**src/rtl/ram_arbiter.sv**
```systemverilog
// Arbitrates one synchronous byte RAM between CPU and video DMA, and takes the
// RAM over to load an ioctl image download, holding the CPU until it is done.
module ram_arbiter #(
  parameter int unsigned AW         = 12,
  parameter logic [7:0]  LOAD_INDEX = 8'd1
) (
  input  logic          clk,
  input  logic          reset,
  input  logic          ioctl_download,
  input  logic [7:0]    ioctl_index,
  input  logic          ioctl_wr,
  input  logic [24:0]   ioctl_addr,
  input  logic [7:0]    ioctl_dout,
  input  logic          cpu_req,
  input  logic          cpu_we,
  input  logic [AW-1:0] cpu_addr,
  input  logic [7:0]    cpu_wdata,
  output logic          cpu_ack,
  output logic [7:0]    cpu_rdata,
  input  logic          dma_req,
  input  logic [AW-1:0] dma_addr,
  output logic          dma_ack,
  output logic [7:0]    dma_rdata,
  output logic [AW-1:0] ram_addr,
  output logic          ram_we,
  output logic [7:0]    ram_wdata,
  input  logic [7:0]    ram_rdata,
  output logic          cpu_hold,
  output logic          load_done,
  output logic          overflow
);

  localparam int unsigned IOW = 25;

  localparam logic [2:0] S_IDLE    = 3'd0;
  localparam logic [2:0] S_ACC     = 3'd1;
  localparam logic [2:0] S_DONE    = 3'd2;
  localparam logic [2:0] S_LOAD    = 3'd3;
  localparam logic [2:0] S_LWR     = 3'd4;
  localparam logic [2:0] S_RELEASE = 3'd5;

  logic [2:0]     state_q, state_d;
  logic           sel_dma_q, sel_dma_d;
  logic [AW-1:0]  ram_addr_q, ram_addr_d;
  logic           ram_we_q, ram_we_d;
  logic [7:0]     ram_wdata_q, ram_wdata_d;
  logic           cpu_ack_q, cpu_ack_d;
  logic [7:0]     cpu_rdata_q, cpu_rdata_d;
  logic           dma_ack_q, dma_ack_d;
  logic [7:0]     dma_rdata_q, dma_rdata_d;
  logic           cpu_hold_q, cpu_hold_d;
  logic           load_done_q, load_done_d;
  logic           overflow_q, overflow_d;
  logic           pend_vld_q, pend_vld_d;
  logic [IOW-1:0] pend_addr_q, pend_addr_d;
  logic [7:0]     pend_data_q, pend_data_d;
  logic [3:0]     rel_cnt_q, rel_cnt_d;
  logic [1:0]     dpipe_q, dpipe_d;

  logic dl_match_c, cpu_go_c, dma_go_c, pend_ovf_c, in_load_c;

  always_comb begin
    dl_match_c = ioctl_download && (ioctl_index == LOAD_INDEX);
    cpu_go_c   = cpu_req && !cpu_ack_q;
    dma_go_c   = dma_req && !dma_ack_q;
    pend_ovf_c = (pend_addr_q >> AW) != IOW'(0);
    in_load_c  = (state_q == S_LOAD) || (state_q == S_LWR);
  end

  // Next-state and registered-output logic
  always_comb begin
    state_d     = state_q;
    sel_dma_d   = sel_dma_q;
    ram_addr_d  = ram_addr_q;
    ram_we_d    = 1'b0;
    ram_wdata_d = ram_wdata_q;
    cpu_ack_d   = 1'b0;
    cpu_rdata_d = cpu_rdata_q;
    dma_ack_d   = 1'b0;
    dma_rdata_d = dma_rdata_q;
    cpu_hold_d  = cpu_hold_q;
    load_done_d = 1'b0;
    overflow_d  = overflow_q;
    pend_vld_d  = pend_vld_q;
    pend_addr_d = pend_addr_q;
    pend_data_d = pend_data_q;
    rel_cnt_d   = rel_cnt_q;
    dpipe_d     = {dpipe_q[0], 1'b0};

    // DMA served during a load: same latency, no RAM access, zero data
    if (dpipe_q[1]) begin
      dma_ack_d   = 1'b1;
      dma_rdata_d = 8'h00;
    end
    if (in_load_c && dma_go_c && (dpipe_q == 2'b00)) begin
      dpipe_d[0] = 1'b1;
    end

    case (state_q)
      S_IDLE: begin
        if (dl_match_c) begin
          state_d    = S_LOAD;
          cpu_hold_d = 1'b1;
          overflow_d = 1'b0;
        end else if (dma_go_c) begin
          state_d    = S_ACC;
          sel_dma_d  = 1'b1;
          ram_addr_d = dma_addr;
        end else if (cpu_go_c) begin
          state_d     = S_ACC;
          sel_dma_d   = 1'b0;
          ram_addr_d  = cpu_addr;
          ram_we_d    = cpu_we;
          ram_wdata_d = cpu_wdata;
        end
      end
      S_ACC: begin
        state_d = S_DONE;
      end
      S_DONE: begin
        state_d = S_IDLE;
        if (sel_dma_q) begin
          dma_ack_d   = 1'b1;
          dma_rdata_d = ram_rdata;
        end else begin
          cpu_ack_d   = 1'b1;
          cpu_rdata_d = ram_rdata;
        end
      end
      S_LOAD: begin
        if (pend_vld_q) begin
          state_d     = S_LWR;
          pend_vld_d  = 1'b0;
          ram_addr_d  = pend_addr_q[AW-1:0];
          ram_wdata_d = pend_data_q;
          if (pend_ovf_c) overflow_d = 1'b1;
          else            ram_we_d   = 1'b1;
        end else if (!ioctl_download) begin
          state_d   = S_RELEASE;
          rel_cnt_d = 4'd0;
        end
      end
      S_LWR: begin
        state_d = S_LOAD;
      end
      S_RELEASE: begin
        if (rel_cnt_q == 4'd15) begin
          state_d     = S_IDLE;
          load_done_d = 1'b1;
          cpu_hold_d  = 1'b0;
        end else begin
          rel_cnt_d = rel_cnt_q + 4'd1;
        end
      end
      default: begin
        state_d = S_IDLE;
      end
    endcase

    // Capture after the drain so a new byte is never lost to a same-cycle clear
    if (ioctl_wr && dl_match_c) begin
      pend_vld_d  = 1'b1;
      pend_addr_d = ioctl_addr;
      pend_data_d = ioctl_dout;
    end
  end

  always_ff @(posedge clk or posedge reset) begin
    if (reset) begin
      state_q     <= S_IDLE;
      sel_dma_q   <= 1'b0;
      ram_addr_q  <= '0;
      ram_we_q    <= 1'b0;
      ram_wdata_q <= 8'h00;
      cpu_ack_q   <= 1'b0;
      cpu_rdata_q <= 8'h00;
      dma_ack_q   <= 1'b0;
      dma_rdata_q <= 8'h00;
      cpu_hold_q  <= 1'b0;
      load_done_q <= 1'b0;
      overflow_q  <= 1'b0;
      pend_vld_q  <= 1'b0;
      pend_addr_q <= '0;
      pend_data_q <= 8'h00;
      rel_cnt_q   <= 4'd0;
      dpipe_q     <= 2'b00;
    end else begin
      state_q     <= state_d;
      sel_dma_q   <= sel_dma_d;
      ram_addr_q  <= ram_addr_d;
      ram_we_q    <= ram_we_d;
      ram_wdata_q <= ram_wdata_d;
      cpu_ack_q   <= cpu_ack_d;
      cpu_rdata_q <= cpu_rdata_d;
      dma_ack_q   <= dma_ack_d;
      dma_rdata_q <= dma_rdata_d;
      cpu_hold_q  <= cpu_hold_d;
      load_done_q <= load_done_d;
      overflow_q  <= overflow_d;
      pend_vld_q  <= pend_vld_d;
      pend_addr_q <= pend_addr_d;
      pend_data_q <= pend_data_d;
      rel_cnt_q   <= rel_cnt_d;
      dpipe_q     <= dpipe_d;
    end
  end

  assign ram_addr  = ram_addr_q;
  assign ram_we    = ram_we_q;
  assign ram_wdata = ram_wdata_q;
  assign cpu_ack   = cpu_ack_q;
  assign cpu_rdata = cpu_rdata_q;
  assign dma_ack   = dma_ack_q;
  assign dma_rdata = dma_rdata_q;
  assign cpu_hold  = cpu_hold_q;
  assign load_done = load_done_q;
  assign overflow  = overflow_q;

endmodule

```
**config.mk**
```make
export PLATFORM = sky130hd
export DESIGN_NAME = ram_arbiter
export DESIGN_NICKNAME = d
export VERILOG_FILES = /design/src/rtl/ram_arbiter.sv
export SDC_FILE = /design/constraint.sdc
export NUM_CORES = 1
export LEC_CHECK = 0
export CORE_MARGIN = 1.5
export CORE_UTILIZATION = 35
export DETAILED_ROUTE_END_ITERATION = 6
export PLACE_DENSITY = 0.64
export SLEW_MARGIN = 20
export SYNTH_ARGS = -nofsm -noshare
export SYNTH_HDL_FRONTEND = slang
export SYNTH_SLANG_ARGS = --single-unit
export TNS_END_PERCENT = 100
```
**constraint.sdc**
```tcl
create_clock -name clk -period 2.8 [get_ports clk]
set_input_delay 0.56 -clock clk [delete_from_list [all_inputs] [get_ports clk]]
set_output_delay 0.56 -clock clk [all_outputs]
set_load 0.005 [all_outputs]
```
==> flow_summary.ini, run 1 <==
[grt]
grt_max_degree = 87
grt_pass1_vias = 2869
grt_pass1_wl_um = 14400
globalRouteOverflowTotal = 0
antenna_found_initial = 0
gr-usage-all-layers = 0.163

[clocking]
htreeDepth = 3
cts_tree = yes
cts_root_buffer = clkbuf_8
clkSlewWorstSetupHoldPaths_ps = 90
postCtsSetupRepairBufs = 0
clk_latency_ps = 350
cts_resized = 0
cts_sinks = 86
ctsHoldBuffers = 0
ctsLongestPathBuffers = 2
cts_buffers = 9

[synthesis]
synth_common_cells = 86 x dfrtp_1, 67 x mux2_2, 41 x nand2_1
ys_seq_area_frac = 0.569
ys_seq_elements = 86
syn_area_per_cell_um2 = 12.1
yosys-top-cells-area = dfrtp_1 57%, mux2_2 20%, nand2_1 4.1%, a31oi_1 2.1%, o21ai_0 1.6%
synth_compound_area_frac = 0.0674
synth_cells = 312
yosysTopAreaCellShare = 0.569
async_reset_ff_frac = 1.00
synth_top_family_by_area = multiplexers
synth_top_cell_by_area = dfrtp_1
synth.mux.area_fraction = 0.205
synth_edf_count = 0
synth_fa_ha_area_frac = 0.00331
synth-simple-area-share = 0.128
synthXorXnorAreaFrac = 0.00231
ys_types = 39
synth_nets = 401
yosysMostFrequentCell = dfrtp_1
ys.warnings.count = 0
synthFlopType = dfrtp_1
netlist_area_mm2 = 0.00378

[hold_path]
whs_path_depth = 0
min-delay-start = dpipe_q[0]$_DFF_PP0_
hold_class = reg -> reg
min_to = dpipe_q[1]$_DFF_PP0_

[outcome]
status = completed

[cells_and_area]
layout.nets = 538
design_area_mm2 = 0.00554
drive_gt1_frac = 0.233
antenna_cells = 0
area_growth_pct = 46.3

[place]
postPlaceCellArea_mm2 = 0.00532
port_buffers = 129
globalplace.congestion = 0.793
dp_hpwl_um = 6470

[timing]
slew_viol_final = 0
final-setup-viol-count = 0
hold_violations = 0
min_period_ps = 2550
slew_headroom = 0.462
fmax_mhz = 392
rsz0062_at_grt = false
hold_ws_ps = 386
worst_slew_pin_slew_ps = 807
period_share = 0.912
finalClockSkew_ps = 9.32

[detailed_routing]
ant_nets = 0
via_per_inst = 4.76
dr.pass1.iters = 6
met3_length_um = 782
routed_wirelength_um = 8880
drt_iter0_drc = 106
drc = 0
wl_met1_um = 3890
routed-wl-met2_um = 4090
route.vias.total = 2810
top_layer = met4
wl_per_cell_um = 15.1

[pwr]
seqPwrFrac = 0.400
power_switching_mw = 1.35
p_sw_frac = 0.296
power_density_mw_per_mm2 = 821
p_clk_frac = 0.211
p_comb_frac = 0.389
leakagePower_nw = 2.48
vdd_drop_max_mv = 0.326
p_int_mw = 3.20

[worst_setup_path]
r2r_slack_ps = 650
critPathRequiredTime_ps = 3030
endpoint_kind = flop
startpoint_type = primary input
r2r-start = state_q[0]$_DFFE_PP0P_
reg2regPathDepth = 4
critPathMaxFanout = 12
cp.arrival_ps = 2790
path_class = in -> reg
reg2reg_to = ram_wdata[4]$_DFFE_PP0P_

[die]
rows = 37
io_pins = 130
die_h_um = 107
core_mm2 = 0.0104
initial_core_util = 0.363
dieArea_mm2 = 0.0114
die_w_um = 107

[run]
maxCapViolations = 0
[power groups by stage]
stage / registers [mW] / logic [mW] / clock network (mW)
after floorplan: 1.79 / 0.914 / 0
after global placement: 1.83 / 1.77 / 0
after detailed placement: 1.85 / 1.79 / 0
after CTS: 1.82 / 1.80 / 0.998
after global routing: 1.87 / 1.93 / 1.05
final: 1.82 / 1.77 / 0.961
[cell type report]
class	instances	area, µm²
fillers	895	4880
flip-flops and latches	86	2150
multi-input cells	204	1540
repair buffers	142	1430
well taps	136	170
clock buffers	9	124
clock inverters	7	97.6
inverters	6	23.8
[sequential cells by signal, summed over array words and instances (netlist names), 2 cells and up]
register / count
cpu_rdata: 8
state_q: 3
ram_wdata: 8
dma_rdata: 8
pend_data_q: 8
ram_addr: 12
dpipe_q: 2
pend_addr_q: 25
rel_cnt_q: 4
[layer usage]
layer | vias to the layer above | track usage
met2 | 96 | 0.251
met4 | 0 | 0.0552
met1 | 1328 | 0.211
met5 | - | 0
li1 | 1373 | -
met3 | 13 | 0.0590
[through the flow]
| step | utilization | worst slack [ps] | power, mW | TNS, ps | instances |
|---|---|---|---|---|---|
| after detailed placement | 0.510 | -112 | 3.64 | -1270 | 574 |
| after global routing | 0.532 | 239 | 4.85 | 0 | 590 |
| after global placement | 0.510 | -84.2 | 3.60 | -976 | 574 |
| after floorplan | - | 18.2 | 2.70 | 0 | 312 |
| after CTS | 0.532 | 259 | 4.62 | 0 | 590 |
| final | 0.532 | 248 | 4.55 | 0 | 590 |
[kinds of logic after synthesis]
family                     Yosys count
and+or+nand+nor                     94
AOI/OAI and AO/OA                   39
muxes                               69
xor gates and xnor gates             1
buffers and inverters               22
adders and majority gates            1
DFF                                 86
[cells in the final DEF (no fill, tap or decap), types with 4 or more instances in the layout]
cell type / count
nand2_1: 41
nor2_1: 16
o21ai_0: 12
clkdlybuf4s50_1: 129
dfrtp_1: 86
mux2_2: 67
a21oi_1: 4
a31oi_1: 13
clkbuf_8: 9
inv_1: 5
nand2b_1: 9
buf_4: 10
nor3_1: 6
[worst max-delay path by stage]
stage                   start                  endpoint  slack, ps  depth (start not counted)
2_1_floorplan           reset         cpu_ack$_DFF_PP0_         20                          1
3_3_place_gp   ioctl_download   ram_addr[5]$_DFFE_PP0P_        -80                          6
3_5_place_dp   ioctl_download   ram_addr[2]$_DFFE_PP0P_       -110                          6
4_1_cts        ioctl_download   ram_addr[7]$_DFFE_PP0P_        260                          6
5_1_grt        ioctl_index[4]  ram_addr[10]$_DFFE_PP0P_        240                          6
6_report       ioctl_download   ram_addr[7]$_DFFE_PP0P_        250                          6
[critical path, cell delays in order]
cell	delay [ps]
clkdlybuf4s50_1	480
or4b_4	490
or4_4	510
a32oi_2	240
buf_12	170
mux2_2	330
Note: power is estimated with default switching activity, not from simulation.
==> run 2, diff against run 1 <==
--- a/config.mk
+++ b/config.mk
@@ -8,8 +8,7 @@
 export CORE_MARGIN = 1.5
 export CORE_UTILIZATION = 35
 export DETAILED_ROUTE_END_ITERATION = 6
-export PLACE_DENSITY = 0.64
-export SLEW_MARGIN = 20
+export PLACE_DENSITY = 0.61
 export SYNTH_ARGS = -nofsm -noshare
 export SYNTH_HDL_FRONTEND = slang
 export SYNTH_SLANG_ARGS = --single-unit
==> constraint.sdc (replaced) <==
create_clock -name clk -period 2.9 [get_ports clk]
set_input_delay 0.58 -clock clk [delete_from_list [all_inputs] [get_ports clk]]
set_output_delay 0.58 -clock clk [all_outputs]
set_load 0.005 [all_outputs]
==> run 2 against run 1 <==
Routed wire length is 2.1% higher. Utilization down 0.42 points. Power is 6.2% lower. Sequential power shrank 4%. Sequential share of layout area increased by 0.31 points. Via count rose by 2.3%. Global-route usage is 0.25 points higher. Clock power fell by 16%. Die area did not move. Flip-flop and latch count did not move. Setup slack improved by 67 ps. Design area is 0.79% lower. Critical path type unchanged. Largest cell class unchanged. Highest routed layer unchanged.
==> flow_summary.ini, run 2 (synthesis gave the netlist of run 1 again) <==
[timing]
final-setup-viol-count = 0
slew_viol_final = 0
finalClockSkew_ps = 9.07
min_period_ps = 2590
fmax_mhz = 387
hold_ws_ps = 397
worst_slew_pin_slew_ps = 884
tns_ps = 0
rsz0062_at_grt = false
slew_headroom = 0.410
hold_violations = 0
period_share = 0.892

[cells_and_area]
stdcell_count = 591
layout.nets = 539
top_register = pend_addr_q
largest_reg_flops = 25
final_cell_mix = 129 x clkdlybuf4s50_1, 86 x dfrtp_1, 67 x mux2_2
drive_gt1_frac = 0.229
antenna_cells = 0
area_growth_pct = 45.1
final_common_cell = clkdlybuf4s50_1

[detailed_routing]
drc = 0
wl_per_cell_um = 15.3
via_per_inst = 4.86
route.vias.total = 2874
routed_wirelength_um = 9070
dr.pass1.iters = 4
drt_iter0_drc = 90
ant_nets = 0

[clocking]
cts_tree = yes
ctsLongestPathBuffers = 2
cts_sinks = 86
cts_buffers = 9
htreeDepth = 3
clk_latency_ps = 340
cts_resized = 0
clkSlewWorstSetupHoldPaths_ps = 90
ctsHoldBuffers = 0
cts_root_buffer = clkbuf_8
postCtsSetupRepairBufs = 0

[outcome]
status = completed

[grt]
globalRouteOverflowTotal = 0
grt_max_degree = 87
antenna_found_initial = 0
grt_pass1_vias = 2886
grt_pass1_wl_um = 14500
gr-usage-all-layers = 0.165

[worst_setup_path]
critPathMaxFanout = 7
r2r-start = state_q[0]$_DFFE_PP0P_
r2r_slack_ps = 720
critPathRequiredTime_ps = 3130
worstSetupStartpoint = ioctl_download
slowest_stage = or4_4
path_class = in -> reg
endpoint_kind = flop
cp.arrival_ps = 2820
startpoint_type = primary input
max_stage_delay_ps = 510
cp_cell_sequence = clkdlybuf4s50_1 -> or4b_4 -> or4_4 -> a32oi_2 -> buf_4 -> mux2_2

[die]
dieArea_mm2 = 0.0114
die_w_um = 107
io_pins = 130
initial_core_util = 0.363
die_h_um = 107
core_mm2 = 0.0104
rows = 37

[pwr]
vdd_drop_max_mv = 0.301
power_density_mw_per_mm2 = 776
power_switching_mw = 1.28
total_power_mw = 4.26
p_comb_frac = 0.399
p_clk_frac = 0.190
p_int_mw = 2.98
leakagePower_nw = 2.46
p_sw_frac = 0.301
seqPwrFrac = 0.411

[place]
dpl.cell_count = 575
globalplace.congestion = 0.798
dp_hpwl_um = 6470
port_buffers = 129

[hold_path]
min-delay-start = dpipe_q[0]$_DFF_PP0_
hold_class = reg -> reg

[run]
maxCapViolations = 0
-- run 2: cell types whose count changed in the layout (fill, tap and decap cells not counted), sizes merged --
cell,delta
clkbuf,+3
clkinvlp,-1
buf,+1
bufinv,-1
inv,-1
-- run 2: final timing paths --
check                                         endpoint  depth (start not counted)
setup / recovery               ram_addr[2]$_DFFE_PP0P_                          6
hold / removal                    dpipe_q[1]$_DFF_PP0_                          0
setup reg to reg              ram_wdata[5]$_DFFE_PP0P_                          4
hold reg to reg                   dpipe_q[1]$_DFF_PP0_                          0
max in group asynchronous  pend_addr_q[21]$_DFFE_PP0P_                          3
min in group asynchronous  pend_addr_q[15]$_DFFE_PP0P_                          3
-- run 2: power groups by stage --
stage	logic, mW	clock network, mW	registers (mW)
final	1.70	0.810	1.75
after global routing	1.85	0.902	1.80
after CTS	1.73	0.848	1.76
after detailed placement	1.72	0	1.78
after global placement	1.69	0	1.77
after floorplan	0.882	0	1.73
-- run 2: stage by stage --
| step | setup slack [ps] | cell area [µm²] | utilization |
|---|---|---|---|
| floorplan | 98.2 | 3780 | - |
| global placement | 5.29 | 5310 | 0.510 |
| detailed placement | -29.9 | 5310 | 0.510 |
| CTS | 334 | 5490 | 0.527 |
| global route | 298 | 5490 | 0.527 |
| finish | 315 | 5490 | 0.527 |
-- run 2: final cells by class --
class | instances | area (µm²)
fillers | 949 | 4920
flip-flops and latches | 86 | 2150
multi-input cells | 204 | 1540
repair buffers | 143 | 1420
well taps | 136 | 170
clock buffers | 12 | 135
clock inverters | 4 | 47.5
inverters | 6 | 23.8
-- run 2: per-layer routing --
metal	track usage	part of all wire
met1	0.212	0.45
met3	0.0432	0.064
met5	0	0
met2	0.266	0.48
met4	0.0657	0.010
-- run 2: critical path: cells and delay by family --
kind	cells	cell delay, ps
and+or+nand+nor	2	980
AOI/OAI and AO/OA	1	210
muxes	1	340
buffers and inverters	2	700
